### src/rtl/alu_op_sequencer.sv
// Issue/retire stage around a 4-bit combinational ALU: command FIFO, registered ALU operands, masked result capture.
// Optional macro ACC_FWD_EN adds i_in_use_acc to source operand A from the last captured result.
module alu_op_sequencer #(
    parameter int DEPTH = 4,
    parameter int PTR_W = 2
) (
    input  logic             i_clk,
    input  logic             i_rst,
    input  logic             i_in_valid,
    output logic             o_in_ready,
    input  logic [3:0]       i_in_a,
    input  logic [3:0]       i_in_b,
    input  logic [1:0]       i_in_op,
`ifdef ACC_FWD_EN
    input  logic             i_in_use_acc,
`endif
    output logic [3:0]       o_alu_a,
    output logic [3:0]       o_alu_b,
    output logic [1:0]       o_alu_s,
    input  logic [3:0]       i_alu_final,
    input  logic             i_alu_carry,
    input  logic             i_alu_eq,
    input  logic             i_alu_a_gt_b,
    input  logic             i_alu_b_gt_a,
    output logic             o_out_valid,
    input  logic             i_out_ready,
    output logic [3:0]       o_out_result,
    output logic             o_out_carry,
    output logic             o_out_eq,
    output logic             o_out_a_gt_b,
    output logic             o_out_b_gt_a,
    output logic [1:0]       o_out_op,
    output logic [PTR_W:0]   o_fifo_count
);

    // state | meaning
    // IDLE  | no command in flight, waiting for FIFO data
    // EXEC  | ALU operands registered, ALU settling for a full cycle
    // HOLD  | result presented, waiting for downstream acceptance
    typedef enum logic [1:0] {
        ST_IDLE = 2'd0,
        ST_EXEC = 2'd1,
        ST_HOLD = 2'd2
    } state_t;

    localparam logic [PTR_W:0] L_FULL = (PTR_W+1)'(DEPTH);

    state_t            r_state;
    state_t            w_state_nxt;

    logic [3:0]        r_mem_a  [DEPTH];
    logic [3:0]        r_mem_b  [DEPTH];
    logic [1:0]        r_mem_op [DEPTH];
`ifdef ACC_FWD_EN
    logic              r_mem_acc [DEPTH];
`endif
    logic [PTR_W-1:0]  r_wr_ptr;
    logic [PTR_W-1:0]  r_rd_ptr;
    logic [PTR_W:0]    r_count;

    logic [3:0]        r_alu_a;
    logic [3:0]        r_alu_b;
    logic [1:0]        r_alu_s;

    logic              r_out_valid;
    logic [3:0]        r_out_result;
    logic              r_out_carry;
    logic              r_out_eq;
    logic              r_out_a_gt_b;
    logic              r_out_b_gt_a;
    logic [1:0]        r_out_op;

    logic              w_push;
    logic              w_pop;
    logic              w_capture;
    logic              w_retire;
    logic              w_not_empty;
    logic [3:0]        w_head_a;

    logic [3:0]        w_res;
    logic              w_car;
    logic              w_eq;
    logic              w_agb;
    logic              w_bga;

    // Ready depends only on the registered count, so a pop never opens a full FIFO in the same cycle.
    assign o_in_ready  = (r_count != L_FULL);
    assign w_push      = i_in_valid & o_in_ready;
    assign w_not_empty = (r_count != '0);

`ifdef ACC_FWD_EN
    assign w_head_a = r_mem_acc[r_rd_ptr] ? r_out_result : r_mem_a[r_rd_ptr];
`else
    assign w_head_a = r_mem_a[r_rd_ptr];
`endif

    always_comb begin
        w_state_nxt = r_state;
        w_pop       = 1'b0;
        w_capture   = 1'b0;
        w_retire    = 1'b0;
        case (r_state)
            ST_IDLE: begin
                if (w_not_empty) begin
                    w_pop       = 1'b1;
                    w_state_nxt = ST_EXEC;
                end
            end
            ST_EXEC: begin
                w_capture   = 1'b1;
                w_state_nxt = ST_HOLD;
            end
            ST_HOLD: begin
                if (i_out_ready) begin
                    w_retire = 1'b1;
                    if (w_not_empty) begin
                        w_pop       = 1'b1;
                        w_state_nxt = ST_EXEC;
                    end else begin
                        w_state_nxt = ST_IDLE;
                    end
                end
            end
            default: w_state_nxt = ST_IDLE;
        endcase
    end

    // Only the outputs meaningful for the issued op are passed through.
    always_comb begin
        w_res = 4'h0;
        w_car = 1'b0;
        w_eq  = 1'b0;
        w_agb = 1'b0;
        w_bga = 1'b0;
        case (r_alu_s)
            2'b00, 2'b01: begin
                w_res = i_alu_final;
                w_car = i_alu_carry;
            end
            2'b10: begin
                w_eq  = i_alu_eq;
                w_agb = i_alu_a_gt_b;
                w_bga = i_alu_b_gt_a;
            end
            2'b11: w_res = i_alu_final;
            default: w_res = 4'h0;
        endcase
    end

    always_ff @(posedge i_clk) begin
        if (w_push) begin
            r_mem_a[r_wr_ptr]  <= i_in_a;
            r_mem_b[r_wr_ptr]  <= i_in_b;
            r_mem_op[r_wr_ptr] <= i_in_op;
`ifdef ACC_FWD_EN
            r_mem_acc[r_wr_ptr] <= i_in_use_acc;
`endif
        end
    end

    always_ff @(posedge i_clk) begin
        if (i_rst) begin
            r_state      <= ST_IDLE;
            r_wr_ptr     <= '0;
            r_rd_ptr     <= '0;
            r_count      <= '0;
            r_alu_a      <= 4'h0;
            r_alu_b      <= 4'h0;
            r_alu_s      <= 2'b00;
            r_out_valid  <= 1'b0;
            r_out_result <= 4'h0;
            r_out_carry  <= 1'b0;
            r_out_eq     <= 1'b0;
            r_out_a_gt_b <= 1'b0;
            r_out_b_gt_a <= 1'b0;
            r_out_op     <= 2'b00;
        end else begin
            r_state <= w_state_nxt;
            if (w_push) begin
                r_wr_ptr <= r_wr_ptr + 1'b1;
            end
            if (w_pop) begin
                r_rd_ptr <= r_rd_ptr + 1'b1;
                r_alu_a  <= w_head_a;
                r_alu_b  <= r_mem_b[r_rd_ptr];
                r_alu_s  <= r_mem_op[r_rd_ptr];
            end
            r_count <= r_count + {{PTR_W{1'b0}}, w_push} - {{PTR_W{1'b0}}, w_pop};
            if (w_capture) begin
                r_out_valid  <= 1'b1;
                r_out_result <= w_res;
                r_out_carry  <= w_car;
                r_out_eq     <= w_eq;
                r_out_a_gt_b <= w_agb;
                r_out_b_gt_a <= w_bga;
                r_out_op     <= r_alu_s;
            end else if (w_retire) begin
                r_out_valid <= 1'b0;
            end
        end
    end

    assign o_alu_a      = r_alu_a;
    assign o_alu_b      = r_alu_b;
    assign o_alu_s      = r_alu_s;
    assign o_out_valid  = r_out_valid;
    assign o_out_result = r_out_result;
    assign o_out_carry  = r_out_carry;
    assign o_out_eq     = r_out_eq;
    assign o_out_a_gt_b = r_out_a_gt_b;
    assign o_out_b_gt_a = r_out_b_gt_a;
    assign o_out_op     = r_out_op;
    assign o_fifo_count = r_count;

endmodule

### config.mk
export PLATFORM = sky130hd
export DESIGN_NAME = alu_op_sequencer
export DESIGN_NICKNAME = d
export VERILOG_FILES = /design/src/rtl/alu_op_sequencer.sv
export SDC_FILE = /design/constraint.sdc
export NUM_CORES = 1
export LEC_CHECK = 0
export BUFFER_PORTS_ARGS = -buffer_cell sky130_fd_sc_hd__buf_2
export CAP_MARGIN = 30
export CORE_MARGIN = 4
export CORE_UTILIZATION = 40
export CTS_CLUSTER_DIAMETER = 120
export DETAILED_ROUTE_END_ITERATION = 8
export MAX_ROUTING_LAYER = met4
export SETUP_SLACK_MARGIN = 0.15
export SKIP_CTS_REPAIR_TIMING = 1
export SYNTH_ARGS = -nofsm -noshare
export SYNTH_HDL_FRONTEND = slang
export SYNTH_SLANG_ARGS = --single-unit
### constraint.sdc
create_clock -name i_clk -period 7.3 [get_ports i_clk]
set_input_delay 0.365 -clock i_clk [delete_from_list [all_inputs] [get_ports i_clk]]
set_output_delay 0.365 -clock i_clk [all_outputs]
set_load 0.1 [all_outputs]
==> flow_metrics.tcl, run 1 <==
set metrics [dict create \
    cp.arrival_ns 2.63 \
    worstPathMaxFanout 5 \
    die_w_um 91.1 \
    setup_viol 0 \
    yosysSeqAreaShare_pct 65.2 \
    p_int_w 0.000825 \
    grt_max_degree 32 \
    crit_type "flip-flop to flip-flop" \
    io_buffer_count 46 \
    fin_nets 269 \
    layout-drive-gt1-share_pct 26.2 \
    dp_cells 309 \
    totalWireLength_mm 4.96 \
    antenna_found_initial 0 \
    die-height_um 91.1 \
    tns_ns 0 \
    cts-buffers-inserted 9 \
    vdd_drop_max_v 0.000130 \
    finalHoldViolCount 0 \
    period_share_pct 32.4 \
    clk_transition_reported_paths_ns 0.07 \
    slew_viol_final 0 \
    wl_per_cell_um 15.3 \
    post-route-min-period_ns 2.36 \
    p_leak_nw 1.25 \
    drtIter0Drc 49 \
    n_antenna_cell 0 \
    p_comb_share_pct 40.6 \
    gr-usage-all-layers_pct 13.3 \
    syn_area_mm2 0.00276 \
    power_frac_seq_pct 37.2 \
    worstPathRequired_ns 7.57 \
    grt_pass1_vias 1657 \
    status "finished clean" \
    grt_overflow 0 \
    syn_inst 193 \
    core_area_mm2 0.00676 \
    yosysWarnings 0 \
    drc 0 \
    synthToLayoutAreaGrowth_pct 17.7 \
    relSlewSlack_pct 55.9 \
    syn_nets 222 \
    synth_async_sr_flop_share_pct 0 \
    synthDistinctLibCells 31 \
    grt_first_pass_wirelength_mm 8.20 \
    cts_buffer_depth 2 \
    powerDensity_mw_per_mm2 456 \
    io_pins 47 \
    ant_nets 0 \
    cts_tree "built" \
    worst_pin_slew_ns 0.660 \
    place_congestion 0.685 \
    insertion_delay_ns 0.33 \
    clock_sinks 70 \
    start_util_pct 40.9 \
    grt_setup_unrepaired "false" \
    dpl.hpwl_mm 3.36 \
    cp-end-kind "flip-flop" \
    syn_avg_cell_area_um2 14.3 \
    max_cap_violations 0 \
    num_vias 1635 \
    dieArea_mm2 0.00830 \
    fin_skew_ns 0.00891 \
    swShare_pct 44.4 \
    synth_edf_count 40 \
    switchingPower_w 0.000659 \
    via_per_inst 5.05 \
    rows 30 \
    start_kind "flip-flop" \
    ys_ff_latch 70 \
    ctsRootBufferMaster "clkbuf_8" \
    fmax_ghz 0.423 \
    p_clk_share_pct 22.2 \
    stdcell_count 324 \
    htreeDepth 3 \
    synthFlopType "edfxtp_1" \
    dr.pass1.iters 4 \
    min_path_type "primary input to flip-flop" \
]
## path summary, 6_finish.rpt
| check | from | to | slack (ns) | cells past startpoint |
|---|---|---|---|---|
| worst min-delay path | i_in_a[0] | r_mem_a[3][0]$_DFFE_PP_ | 0.24 | 1 |
| worst min register to register | o_out_eq$_SDFFE_PP0P_ | o_out_eq$_SDFFE_PP0P_ | 0.45 | 2 |
| worst max register to register | o_fifo_count[1]$_SDFF_PP0_ | o_fifo_count[2]$_SDFF_PP0_ | 4.94 | 10 |
| worst max-delay path | o_fifo_count[1]$_SDFF_PP0_ | o_fifo_count[2]$_SDFF_PP0_ | 4.94 | 10 |
## critical path: stages (launching register included)
cell     delay (ns)
dfxtp_1        0.36
nor3_1         0.43
nor3_1         0.18
ha_1           0.30
inv_1          0.05
ha_1           0.13
inv_1          0.05
fa_1           0.36
xor2_1         0.16
and2_1         0.16
nor3_1         0.10
## synthesized netlist by cell type, types with 2 or more instances
library cell | count | area share, %
a21o_1 | 2 | 0.54
a21oi_1 | 14 | 2.5
and3_1 | 4 | 0.91
buf_1 | 3 | 0.41
buf_2 | 4 | 0.72
buf_6 | 2 | 0.81
clkbuf_1 | 3 | 0.41
dfxtp_1 | 30 | 22
edfxtp_1 | 40 | 43
ha_1 | 6 | 2.7
inv_1 | 6 | 0.81
mux4_1 | 10 | 9.5
nand2_1 | 14 | 1.9
nand2b_1 | 12 | 2.7
nand3_1 | 9 | 1.6
nor2_1 | 4 | 0.54
nor2b_1 | 5 | 1.1
nor3_1 | 3 | 0.54
o2bb2ai_1 | 10 | 3.2
## layout make-up
class / count / area, um^2
clock buffers: 9 / 124
clock inverters: 6 / 86.3
fillers: 594 / 3500
inverters: 6 / 22.5
multi-input cells: 105 / 875
flip-flops and latches: 70 / 1800
well taps: 80 / 100
repair buffers: 48 / 245
## placed cells by master, fill, tap and decap left out, drive strengths merged, types with 2 or more instances in the layout
| master | synthesis | routed |
|---|---|---|
| a21o | 2 | 2 |
| a21oi | 14 | 14 |
| and3 | 4 | 4 |
| buf | 9 | 48 |
| bufinv | 0 | 2 |
| clkbuf | 3 | 9 |
| clkinv | 0 | 2 |
| dfxtp | 30 | 30 |
| edfxtp | 40 | 40 |
| ha | 6 | 6 |
| inv | 6 | 7 |
| mux4 | 10 | 10 |
| nand2 | 14 | 14 |
| nand2b | 12 | 12 |
| nand3 | 9 | 9 |
| nor2 | 4 | 4 |
| nor2b | 5 | 5 |
| nor3 | 3 | 3 |
| o2bb2ai | 10 | 10 |
## power groups by stage
| stage | combinational (W) | clock, W | sequential (W) |
|---|---|---|---|
| 3_3_place_gp | 0.000599 | 0 | 0.000557 |
| 5_1_grt | 0.000644 | 0.000358 | 0.000563 |
| 6_report | 0.000603 | 0.000329 | 0.000551 |
| 3_5_place_dp | 0.000608 | 0 | 0.000561 |
| 2_1_floorplan | 0.000226 | 0 | 0.000842 |
| 4_1_cts | 0.000610 | 0.000339 | 0.000552 |
## logic make-up after synthesis
group / synth area share (%)
adders and majority gates: 3.44
and+or+nand+nor: 11.0
AOI/OAI and AO/OA: 6.97
DFF: 65.2
muxes: 9.91
xor gates and xnor gates: 0.317
buffers and inverters: 3.17
## sequential cells by signal, summed over array words and instances, names as in the netlist, 2 cells and up
name and count:
r_mem_op 8, r_mem_a 16, o_out_op 2, o_alu_a 4, r_wr_ptr 2, o_out_result 4
r_rd_ptr 2, r_mem_b 16, r_state 2, o_fifo_count 3, o_alu_s 2, o_alu_b 4
## metal layers
| metal | vias to the layer above | routed length (um) | GRT usage [%] |
|---|---|---|---|
| met5 | - | 0 | - |
| met4 | 0 | 112 | 7.54 |
| met3 | 10 | 228 | 3.73 |
| met2 | 35 | 2350 | 20.7 |
| met1 | 774 | 2260 | 15.6 |
| li1 | 816 | - | - |
## stage by stage
step / instance area (um^2) / util (%) / total power, W / hold WS [ns] / worst slack, ns
after floorplan: 2760 / - / 0.00107 / 0.442 / 4.25
after global placement: 3040 / 44.9 / 0.00116 / 0.435 / 4.36
after detailed placement: 3040 / 45.1 / 0.00117 / 0.440 / 4.93
after CTS: 3250 / 48.2 / 0.00150 / 0.224 / 4.91
after global routing: 3250 / 48.2 / 0.00157 / 0.223 / 4.63
final: 3250 / 48.2 / 0.00148 / 0.238 / 4.94
Note: power is estimated with default switching activity, not from simulation.
==> run 2: changes to the inputs <==
==> constraint.sdc (replaced) <==
create_clock -name i_clk -period 2.1 [get_ports i_clk]
set_input_delay 0.105 -clock i_clk [delete_from_list [all_inputs] [get_ports i_clk]]
set_output_delay 0.105 -clock i_clk [all_outputs]
set_load 0.1 [all_outputs]
==> run 2 against run 1 <==
Clock skew decreased by 0.0022 ns. Cell area increased by 6.0%. Sequential power increased to 3.5 times the previous value. Via count increased by 4.1%. Critical endpoint unchanged.
==> flow_metrics.tcl, run 2 (synthesis results as in run 1) <==
set metrics [dict create \
    whs_path_depth 3 \
    via_per_inst 4.95 \
    antenna_found_initial 0 \
    r2r_cells 10 \
    worstPathRequired_ns 2.31 \
    die_w_um 91.1 \
    reg_top3 "r_mem_a x16, r_mem_b x16, r_mem_op x8" \
    r2r_end "o_fifo_count[2]$_SDFF_PP0_" \
    p_leak_nw 1.32 \
    start_kind "flip-flop" \
    ctsRootBufferMaster "clkbuf_8" \
    num-fill-cells 609 \
    n_antenna_cell 0 \
    dr.pass1.iters 4 \
    fin_nets 288 \
    dpl.hpwl_mm 3.25 \
    period_share_pct 99.4 \
    synthToLayoutAreaGrowth_pct 24.8 \
    reg2reg_setup_slack_ns 0.01 \
    final_common_cell "buf_2" \
    vdd_drop_max_v 0.000400 \
    cts-buffers-inserted 9 \
    clock_sinks 70 \
    layout-drive-gt1-share_pct 32.6 \
    min_path_type "primary input to flip-flop" \
    final_util_pct 51.0 \
    ant_nets 0 \
    dp_cells 316 \
    hp-start "i_alu_final[3]" \
    grt_setup_unrepaired "true" \
    htreeDepth 3 \
    path_cells "or3b_4 -> nand2_4 -> ha_4 -> inv_2 -> ha_4 -> inv_2 -> fa_2 -> xor2_1 -> and2_1 -> nor3_2" \
    stdcell_count 344 \
    drc 0 \
    post-route-min-period_ns 2.09 \
    place_congestion 0.685 \
    grt_max_degree 32 \
    r2r_start "o_fifo_count[0]$_SDFF_PP0_" \
    crit_type "flip-flop to flip-flop" \
    grt_overflow 0 \
    io_pins 47 \
    grt_pass1_vias 1616 \
    setup_viol 0 \
    num_vias 1702 \
    rows 30 \
    min_to "o_out_result[3]$_SDFFE_PP0P_" \
    status "finished clean" \
    gr-usage-all-layers_pct 13.2 \
    cp_num_buf_inv 2 \
    cp-end-kind "flip-flop" \
    dieArea_mm2 0.00830 \
    crit_slowest_cell "or3b_4" \
    finalHoldViolCount 0 \
    worstPathMaxFanout 4 \
    io_buffer_count 46 \
    cp.arrival_ns 2.30 \
    insertion_delay_ns 0.34 \
    core_area_mm2 0.00676 \
    totalWireLength_mm 5.00 \
    relSlewSlack_pct 55.7 \
    slew_viol_final 0 \
    grt_first_pass_wirelength_mm 8.04 \
    fmax_ghz 0.479 \
    cts_tree "built" \
    die-height_um 91.1 \
    powerDensity_mw_per_mm2 1500 \
    start_util_pct 40.9 \
    path_delay_family "simple AND/OR/NAND/NOR gates" \
    worst_pin_slew_ns 0.663 \
    final_cell_mix "buf_2 (46), edfxtp_1 (40), dfxtp_1 (27)" \
    wl_per_cell_um 14.5 \
    max_cap_violations 0 \
    fin_skew_ns 0.00676 \
    clk_transition_reported_paths_ns 0.08 \
    drtIter0Drc 72 \
    cts_buffer_depth 2 \
    slowest_delay_ns 0.41 \
]
## run 2: how the worst max path moves through the flow
stage	start	to	slack, ns	cells after the start
after floorplan	o_fifo_count[2]$_SDFF_PP0_	o_fifo_count[2]$_SDFF_PP0_	-0.35	11
after global placement	o_fifo_count[1]$_SDFF_PP0_	o_fifo_count[2]$_SDFF_PP0_	0.05	10
after detailed placement	o_fifo_count[1]$_SDFF_PP0_	o_fifo_count[2]$_SDFF_PP0_	-0.01	10
after CTS	o_fifo_count[1]$_SDFF_PP0_	o_fifo_count[2]$_SDFF_PP0_	-0.03	10
after global routing	o_fifo_count[0]$_SDFF_PP0_	o_fifo_count[2]$_SDFF_PP0_	-0.09	10
final	o_fifo_count[0]$_SDFF_PP0_	o_fifo_count[2]$_SDFF_PP0_	0.01	10
## run 2: per-stage QoR
| stage | worst slack (ns) | setup TNS, ns | instance area, um^2 | total power (W) | hold WS (ns) |
|---|---|---|---|---|---|
| 6_report | 0.0116 | 0 | 3450 | 0.00517 | 0.0111 |
| 5_1_grt | -0.0852 | -0.0852 | 3450 | 0.00544 | 0.00825 |
| 4_1_cts | -0.0327 | -0.0327 | 3290 | 0.00510 | -0.0358 |
| 3_5_place_dp | -0.0133 | -0.0133 | 3120 | 0.00416 | 0.329 |
| 3_3_place_gp | 0.0492 | 0 | 3120 | 0.00412 | 0.320 |
| 2_1_floorplan | -0.353 | -0.558 | 2790 | 0.00375 | 0.204 |
## run 2: final cells by class
class | count | area, um^2 | area share, %
clock buffers | 9 | 124 | 3.59
well taps | 80 | 100 | 2.90
repair buffers | 67 | 413 | 12.0
inverters | 6 | 22.5 | 0.653
flip-flops and latches | 70 | 1810 | 52.6
multi-input cells | 105 | 927 | 26.9
clock inverters | 7 | 48.8 | 1.42
## run 2: routing by layer
metal | routed length [um] | vias to the layer above | global-route usage [%]
li1 | - | 849 | -
met1 | 2290 | 803 | 15.5
met2 | 2380 | 41 | 20.0
met3 | 233 | 9 | 4.72
met4 | 100 | 0 | 6.41
met5 | 0 | - | -
## run 2: power breakdown
| part | switching [W] | internal, W | leakage, nW | total, W |
|---|---|---|---|---|
| Combinational | 0.00167 | 0.000636 | 0.622 | 0.00231 |
| Clock | 0.000515 | 0.000427 | 0.0793 | 0.000942 |
| Sequential | 0.000194 | 0.00172 | 0.614 | 0.00192 |
| Total | 0.00238 | 0.00279 | 1.32 | 0.00517 |
## run 2: worst min-delay path, stage by stage
cell	delay, ns
buf_2	0.09
nand3_1	0.05
a21oi_1	0.05
==> run 3: changes to the inputs <==
--- a/config.mk
+++ b/config.mk
@@ -11,7 +11,6 @@
 export CORE_UTILIZATION = 40
 export CTS_CLUSTER_DIAMETER = 120
 export DETAILED_ROUTE_END_ITERATION = 8
-export MAX_ROUTING_LAYER = met4
 export SETUP_SLACK_MARGIN = 0.15
 export SKIP_CTS_REPAIR_TIMING = 1
 export SYNTH_ARGS = -nofsm -noshare
==> run 3 against run 2 <==
Clock power hardly changed. Core utilization stayed put. Combinational power hardly changed. Final cell count did not move. Sequential cell count unchanged. Sequential power hardly changed. Via count decreased by 0.29%. Non-clock buffer count stayed put. Critical path depth unchanged. Hold slack is essentially flat. Wire length is the same.
==> flow_metrics.tcl, run 3 (synthesis results as in run 1) <==
set metrics [dict create \
    status "finished clean" \
    multiInputGateArea_um2 927 \
    setup_viol 0 \
    powerDensity_mw_per_mm2 1500 \
    cts_tree "built" \
    fin_nets 288 \
    die_w_um 91.1 \
    wl_per_cell_um 14.5 \
    max_cap_violations 0 \
    drtIter0Drc 73 \
    grt_pass1_vias 1618 \
    wl_met1_mm 2.29 \
    finalHoldViolCount 0 \
    dieArea_mm2 0.00830 \
    grt_first_pass_wirelength_mm 8.05 \
    relSlewSlack_pct 55.8 \
    ctsRootBufferMaster "clkbuf_8" \
    num-fill-cells 609 \
    grt_max_degree 32 \
    io_buffer_count 46 \
    period_share_pct 99.4 \
    start_kind "flip-flop" \
    final_common_cell "buf_2" \
    htreeDepth 3 \
    wl_met3_um 235 \
    placedInstanceArea_mm2 0.00312 \
    num_vias 1697 \
    layout-drive-gt1-share_pct 32.6 \
    place_congestion 0.678 \
    cp-end-kind "flip-flop" \
    io_pins 47 \
    insertion_delay_ns 0.34 \
    synthToLayoutAreaGrowth_pct 24.8 \
    n_antenna_cell 0 \
    dpl.hpwl_mm 3.25 \
    die-height_um 91.1 \
    gr-usage-all-layers_pct 12.8 \
    wl_met2_mm 2.37 \
    grt_setup_unrepaired "true" \
    start_util_pct 40.9 \
    vdd_drop_max_v 0.000400 \
    routed.top_layer "met4" \
    fin_area_mm2 0.00345 \
    fin_hold_ws_ns 0.0107 \
    clock_sinks 70 \
    final_cell_mix "buf_2 (46), edfxtp_1 (40), dfxtp_1 (27)" \
    cp.arrival_ns 2.30 \
    fmax_ghz 0.479 \
    post-route-min-period_ns 2.09 \
    worstPathRequired_ns 2.31 \
    fin_skew_ns 0.00676 \
    dr.pass1.iters 4 \
    cts_buffer_depth 2 \
    totalWireLength_mm 5.00 \
    grt_overflow 0 \
    via_per_inst 4.93 \
    total_power_w 0.00517 \
    worst_pin_slew_ns 0.662 \
    cts-buffers-inserted 9 \
    regArea_mm2 0.00181 \
    p_leak_nw 1.32 \
    min_path_type "primary input to flip-flop" \
    core_area_mm2 0.00676 \
    slew_viol_final 0 \
    ant_nets 0 \
    antenna_found_initial 0 \
    worstPathMaxFanout 4 \
    drc 0 \
    tns_ns 0 \
    crit_type "flip-flop to flip-flop" \
    reg_top3 "r_mem_a x16, r_mem_b x16, r_mem_op x8" \
    clk_transition_reported_paths_ns 0.08 \
    rows 30 \
]
==> run 3: metrics by stage <==
step                      util [%]  setup WS [ns]  cells
after floorplan                  -         -0.353    193
after global placement        46.1         0.0492    316
after detailed placement      46.1        -0.0133    316
after CTS                     48.7        -0.0327    332
after global routing          51.0        -0.0850    344
final                         51.0         0.0132    344
==> run 3: worst max-delay path, cell delays in order, from the launching register on <==
cell and delay (ns):
dfxtp_4 0.37, or3b_4 0.41, nand2_4 0.09, ha_4 0.19, inv_2 0.06, ha_4 0.12, inv_2 0.03, fa_2 0.32
xor2_1 0.18, and2_1 0.16, nor3_2 0.04
==> run 3: report_power, final <==
part           total [W]  leakage (nW)  switching (W)  internal (W)
clock network   0.000942        0.0793       0.000515      0.000427
logic            0.00231         0.622        0.00167      0.000636
registers        0.00192         0.614       0.000194       0.00172
==> run 3: worst paths after layout <==
path	start	end	slack, ns	cells after the start
max	o_fifo_count[0]$_SDFF_PP0_	o_fifo_count[2]$_SDFF_PP0_	0.01	10
min	i_alu_final[3]	o_out_result[3]$_SDFFE_PP0P_	0.01	3
min reg2reg	o_out_result[3]$_SDFFE_PP0P_	o_out_result[3]$_SDFFE_PP0P_	0.45	2
max reg2reg	o_fifo_count[0]$_SDFF_PP0_	o_fifo_count[2]$_SDFF_PP0_	0.01	10
==> run 3: area by class of cell <==
type / count / share of cell area, %
Inverter: 6 / 0.653
Clock inverter: 7 / 1.42
Tap cell: 80 / 2.90
Clock buffer: 9 / 3.59
Multi-Input combinational cell: 105 / 26.9
Timing Repair Buffer: 67 / 12.0
Sequential cell: 70 / 52.6
==> run 3: metal layers <==
layer  track usage, %  vias to the layer above
li1                 -                      849
met2             20.0                       41
met1             15.6                      798
met3             4.72                        9
met5                0                        -
met4             6.41                        0
